==> src/rtl/serial_subtractor.sv <==
// Bit-serial subtractor: computes a - b LSB first, one bit per clock, through a
// single full-subtract cell and a borrow flip-flop, with a start/done handshake.
module serial_subtractor #(
    parameter int WIDTH = 8
) (
    input  logic             clk,
    input  logic             rst_n,
    input  logic             start,
    input  logic [WIDTH-1:0] a,
    input  logic [WIDTH-1:0] b,
    output logic             busy,
    output logic             done,
    output logic [WIDTH-1:0] diff,
    output logic             borrow,
    output logic             zero
);

    localparam int CW = (WIDTH > 1) ? $clog2(WIDTH) : 1;
    localparam logic [CW-1:0] LAST_BIT = CW'(WIDTH - 1);

    typedef enum logic [1:0] {
        IDLE  = 2'd0,
        SHIFT = 2'd1,
        DONE  = 2'd2
    } state_t;

    state_t           state_q, state_d;
    logic [WIDTH-1:0] sa_q, sa_d;
    logic [WIDTH-1:0] sb_q, sb_d;
    logic [WIDTH-1:0] work_q, work_d;
    logic [WIDTH-1:0] diff_q, diff_d;
    logic [CW-1:0]    cnt_q, cnt_d;
    logic             bf_q, bf_d;
    logic             borrow_q, borrow_d;
    logic             zero_q, zero_d;

    logic             bit_diff;
    logic             bit_borrow;
    logic [WIDTH-1:0] work_next;

    // Full-subtract cell on the current LSBs and the carried borrow.
    assign bit_diff   = sa_q[0] ^ sb_q[0] ^ bf_q;
    assign bit_borrow = (~sa_q[0] & sb_q[0]) | (~(sa_q[0] ^ sb_q[0]) & bf_q);
    assign work_next  = {bit_diff, work_q[WIDTH-1:1]};

    always_comb begin
        state_d  = state_q;
        sa_d     = sa_q;
        sb_d     = sb_q;
        work_d   = work_q;
        cnt_d    = cnt_q;
        bf_d     = bf_q;
        diff_d   = diff_q;
        borrow_d = borrow_q;
        zero_d   = zero_q;

        case (state_q)
            IDLE: begin
                if (start) begin
                    sa_d    = a;
                    sb_d    = b;
                    work_d  = '0;
                    cnt_d   = '0;
                    bf_d    = 1'b0;
                    state_d = SHIFT;
                end
            end
            SHIFT: begin
                sa_d   = sa_q >> 1;
                sb_d   = sb_q >> 1;
                work_d = work_next;
                bf_d   = bit_borrow;
                cnt_d  = cnt_q + CW'(1);
                // Visible results update only here, so they hold through SHIFT.
                if (cnt_q == LAST_BIT) begin
                    diff_d   = work_next;
                    borrow_d = bit_borrow;
                    zero_d   = (work_next == '0);
                    state_d  = DONE;
                end
            end
            DONE: begin
                state_d = IDLE;
            end
            default: begin
                state_d = IDLE;
            end
        endcase
    end

    always_ff @(posedge clk or negedge rst_n) begin
        if (!rst_n) begin
            state_q  <= IDLE;
            sa_q     <= '0;
            sb_q     <= '0;
            work_q   <= '0;
            cnt_q    <= '0;
            bf_q     <= 1'b0;
            diff_q   <= '0;
            borrow_q <= 1'b0;
            zero_q   <= 1'b0;
        end else begin
            state_q  <= state_d;
            sa_q     <= sa_d;
            sb_q     <= sb_d;
            work_q   <= work_d;
            cnt_q    <= cnt_d;
            bf_q     <= bf_d;
            diff_q   <= diff_d;
            borrow_q <= borrow_d;
            zero_q   <= zero_d;
        end
    end

    assign busy   = (state_q != IDLE);
    assign done   = (state_q == DONE);
    assign diff   = diff_q;
    assign borrow = borrow_q;
    assign zero   = zero_q;

endmodule

==> config.mk <==
export PLATFORM = sky130hd
export DESIGN_NAME = serial_subtractor
export DESIGN_NICKNAME = d
export VERILOG_FILES = /design/src/rtl/serial_subtractor.sv
export SDC_FILE = /design/constraint.sdc
export NUM_CORES = 1
export LEC_CHECK = 0
export ABC_AREA = 1
export CAP_MARGIN = 10
export CORE_MARGIN = 3
export CORE_UTILIZATION = 35
export CTS_BUF_LIST = sky130_fd_sc_hd__clkbuf_8
export DETAILED_ROUTE_END_ITERATION = 8
export HOLD_SLACK_MARGIN = 0.1
export SLEW_MARGIN = 25
export SYNTH_ARGS = -nofsm -noshare
export SYNTH_HDL_FRONTEND = slang
export SYNTH_SLANG_ARGS = --single-unit
==> constraint.sdc <==
create_clock -name clk -period 2.38 [get_ports clk]
set_input_delay 0.476 -clock clk [delete_from_list [all_inputs] [get_ports clk]]
set_output_delay 0.476 -clock clk [all_outputs]
set_load 0.05 [all_outputs]
**After elaboration in Yosys (flattened, before gate mapping)**

Index checks and enable logic that the tools add are counted.

- Bits in registers: 40
- Input port bits: 19

- Bitwise gates (word level): 7
- Reductions and logical operators: 7
- $add $sub $neg: 1
- Multiplexer cells: 13
- Equality and inequality tests: 5

Operators by type and width:

| kind | number |
|---|---|
| 8-bit case mux with 2 select lines | 3 |
| 8-bit 2-to-1 mux | 3 |
| 8-bit zero test | 1 |
| 3-bit case mux with 2 select lines | 1 |
| 2-bit AND reduction | 3 |
| 2-bit 2-to-1 mux | 2 |
| 2-bit != test (second input constant) | 2 |
| 2-bit case mux with 2 select lines | 1 |
| 2-bit nonzero test | 2 |
| 3-bit by 1-bit adder with 3-bit output (second input constant) | 1 |
| 3-bit == test (second input constant) | 1 |
| 3-bit 2-to-1 mux | 1 |
| 1-bit bitwise AND | 2 |
| 2-bit by 1-bit == test with 1-bit output (second input constant) | 1 |
| 2-bit == test (second input constant) | 1 |
| 2-bit zero test | 1 |
| 1-bit inverter | 2 |
| 1-bit case mux with 2 select lines | 1 |
| 1-bit bitwise XOR | 2 |
| 1-bit 2-to-1 mux | 1 |
| 1-bit bitwise OR | 1 |

**Longest topological paths before layout**

Gate-level depths: netlist of run 1.

- Depth after elaboration: 5
- Depth in mapped cells: 8
- Depth with buffers taken out: 7

**Least setup slack after synthesis of run 1**

OpenSTA, ideal clock, no wires.

- Kind: register to output
- Start point: reg state_q[0]
- End point: out done
- Data arrival time: 1.156 ns
- Required time: 1.904 ns
- Buffers on the path: 1
- Slack: 0.748 ns
- Stages on the path, launching flop included: 3
- Path through: dfrtp_1 -> buf_6 -> nor2_1

- Word-level cells in the longest chain between the ends: 1

Ends and longest elaborated chain:

| element | RTL line | text |
|---|---|---|
| start, declared | 27 | `state_t state_q, state_d;` |
| start signal, assigned | 103 | `state_q <= state_d;` |
| 2-bit == test | 116 | `assign done = (state_q == DONE);` |
| end, declared | 12 | `output logic done,` |

No other way between the ends.

**Worst setup path after layout of run 1**

Ends and elaborated chain as after synthesis.

==> impl_metrics.py, run 1 <==
metrics = {
    "grt": {
        "antenna_found_initial": 0,
        "grt_usage_pct": 11.98,
        "grt_pass1_vias": 1310,
        "globalRouteOverflowTotal": 0,
        "grt_max_degree": 40,
        "grt_pass1_wl_microns": 5809,
    },
    "synthesis": {
        "ys_seq_elements": 39,
        "yosysUniqueCellTypes": 21,
        "synth_top_cell_by_area": "dfrtp_1",
        "yosysTopAreaCellShare_pct": 53.42,
        "ys_seq_area_share_pct": 53.42,
        "yosys-top-cells-area": "dfrtp_1 (53%), nand2_1 (16%), inv_1 (6.2%)",
        "avgSynthCellArea_sq_um": 8.380,
        "yosysWarnings": 0,
        "syn_nets": 240,
        "syn_inst": 218,
        "synth_area_sq_um": 1827,
    },
    "place": {
        "io_buffers": 30,
        "dpl.hpwl_microns": 2266,
        "placed_cell_area_sq_um": 2135,
        "post-place-ws_ns": 0.3976,
        "gp_congestion": 0.7313,
    },
    "clock_tree": {
        "clock-root-buffer": "clkbuf_8",
        "clkTransAtPathRegs_ns": 0.07,
        "holdBufCountCts": 0,
        "cts_tree": "done",
        "clkSinkCount": 39,
        "cts_buffers": 5,
        "ctsLongestPathBuffers": 2,
        "cts-resized-gates": 0,
        "clk_latency_ns": 0.29,
        "post_cts_buffers": 0,
        "htree_levels": 2,
    },
    "routing": {
        "vias_per_cell": 4.284,
        "drt_iter0_markers": 52,
        "dr.pass1.iters": 6,
        "antenna_left": 0,
        "vias": 1358,
        "drc": 0,
        "wl_microns": 3377,
        "wl_per_cell_microns": 10.65,
    },
    "timing": {
        "post-route-worst-setup-slack_ns": 0.06515,
        "fmax_mhz": 432.0,
        "period_needed_ns": 2.315,
        "drv_slew": 0,
        "post-route-period-util_pct": 97.26,
        "skew_ns": 0.003158,
        "setup-tns-final_ns": 0,
        "slew_headroom_pct": 42.56,
        "finalHoldViolCount": 0,
        "setup_viol": 0,
        "worst_pin_slew_ns": 0.8616,
        "rsz0062_at_grt": "false",
    },
    "layout": {
        "fin_area_sq_um": 2252,
        "finalNetCount": 271,
        "diodes": 0,
        "syn_to_final_growth_pct": 23.29,
        "drive_gt1_share_pct": 7.600,
    },
    "run_status": {
        "outcome": "completed",
    },
    "worst_setup_path": {
        "startpoint": "state_q[0]",
        "cp-start-kind": "register",
        "worstPathRequired_ns": 1.90,
        "cp.arrival_ns": 1.84,
        "crit-reg2reg-launch": "state_q[0]",
        "worst-setup-path-type": "register to output port",
        "cp_max_fo": 6,
        "critPathCaptureType": "output port",
    },
    "flow_run": {
        "max-cap-violations": 0,
    },
    "floorplan": {
        "die_y_microns": 78.25,
        "initial_utilization_pct": 37.44,
        "pin_count": 31,
        "num_rows": 25,
        "die-area_sq_um": 6122,
        "die_x_microns": 78.25,
        "core_sq_um": 4880,
    },
    "worst_hold_path": {
        "hp-class": "input pin to async pin",
    },
    "pwr": {
        "leakagePower_nw": 1.141,
        "vdd_drop_max_uv": 373.9,
        "p_per_area_nw_per_um2": 1380,
    },
}
[critical path, cell delays in order (launching register included)]
cell	delay [ns]
dfrtp_1	0.52
nor2_1	0.20
clkdlybuf4s50_1	0.82
[state kept, by name, indices dropped and copies added, names as in the netlist]
signal / flops
diff: 8
sa_q: 8
sb_q: 8
work_q: 7
cnt_q: 3
state_q: 2
bf_q: 1
borrow: 1
zero: 1
[cells in the final DEF (no fill, tap or decap)]
cell	instances
nand3_1	8
buf_2	1
inv_6	1
nand2_8	1
clkinv_2	2
a21oi_1	1
clkinv_1	1
clkdlybuf4s50_1	28
o21ai_4	1
fa_1	1
buf_4	3
nand2_2	1
inv_1	30
nand2_1	79
ha_1	2
clkbuf_8	6
nand2_4	1
o21ai_0	3
o22ai_1	8
inv_2	1
o21ai_1	9
bufinv_16	1
nor2_1	22
dfrtp_1	39
[per-stage QoR]
step	total power, mW	hold slack [ns]	std cells	util, %
after floorplan	2.243	0.1804	218	-
after global placement	2.536	0.4605	309	43.74
after detailed placement	2.572	0.4650	309	43.74
after CTS	3.150	0.3262	317	46.15
after global routing	3.368	0.3575	317	46.15
final	3.108	0.2975	317	46.15
[cell usage after synthesis]
cell type	n
dfrtp_1	39
nand2_1	79
buf_6	7
o21ai_0	3
o21ai_4	1
nand3_1	8
clkinv_2	1
nor2_1	22
nand2_4	1
o21ai_1	9
nand2_2	1
fa_1	1
o22ai_1	8
inv_6	1
a21oi_1	1
nand2_8	1
buf_2	1
clkinv_1	1
ha_1	2
inv_2	1
inv_1	30
[report_power, final]
group          switching [mW]  internal [mW]  total [mW]
registers               0.164          0.964        1.13
logic                   0.904          0.508        1.41
clock network           0.228          0.339       0.568
total                    1.30           1.81        3.11
[area by class of cell]
class,count,area [sq um]
clock inverters,2,35.03
inverters,34,133.9
flip-flops and latches,39,975.9
clock buffers,6,82.58
multi-input cells,137,633.1
fillers,521,2628
repair buffers,32,307.8
well taps,67,83.83
[cells by family after synthesis]
| logic type | count (synthesis) | synth area share [%] |
|---|---|---|
| simple gates | 112 | 25.00 |
| buf+inv | 42 | 11.92 |
| flops | 39 | 53.42 |
| compound gates | 22 | 7.191 |
| fa+ha+maj | 3 | 2.466 |
[routing by layer]
metal	up-vias	wire length, microns	global-route usage [%]
met2	28	1518	19.26
li1	718	-	-
met3	6	146	3.784
met4	0	48	4.196
met1	606	1663	15.22
met5	-	0	0
[worst paths after layout]
check                      endpoint  slack, ns  cells after the start
max                            done       0.07                      2
min                         diff[2]       0.30                      1
max reg2reg                 sb_q[7]       0.97                      4
min reg2reg                    zero       0.48                      2
max in group asynchronous   sa_q[5]       1.55                      1
min in group clk               zero       0.48                      2
Power figures use the tool's default switching activity.
==> run 2: changes to the inputs <==
- CTS_CLUSTER_DIAMETER: default -> 150
==> results of run 2 <==
Same layout as run 1: the final DEF is identical, and so are final timing and power.
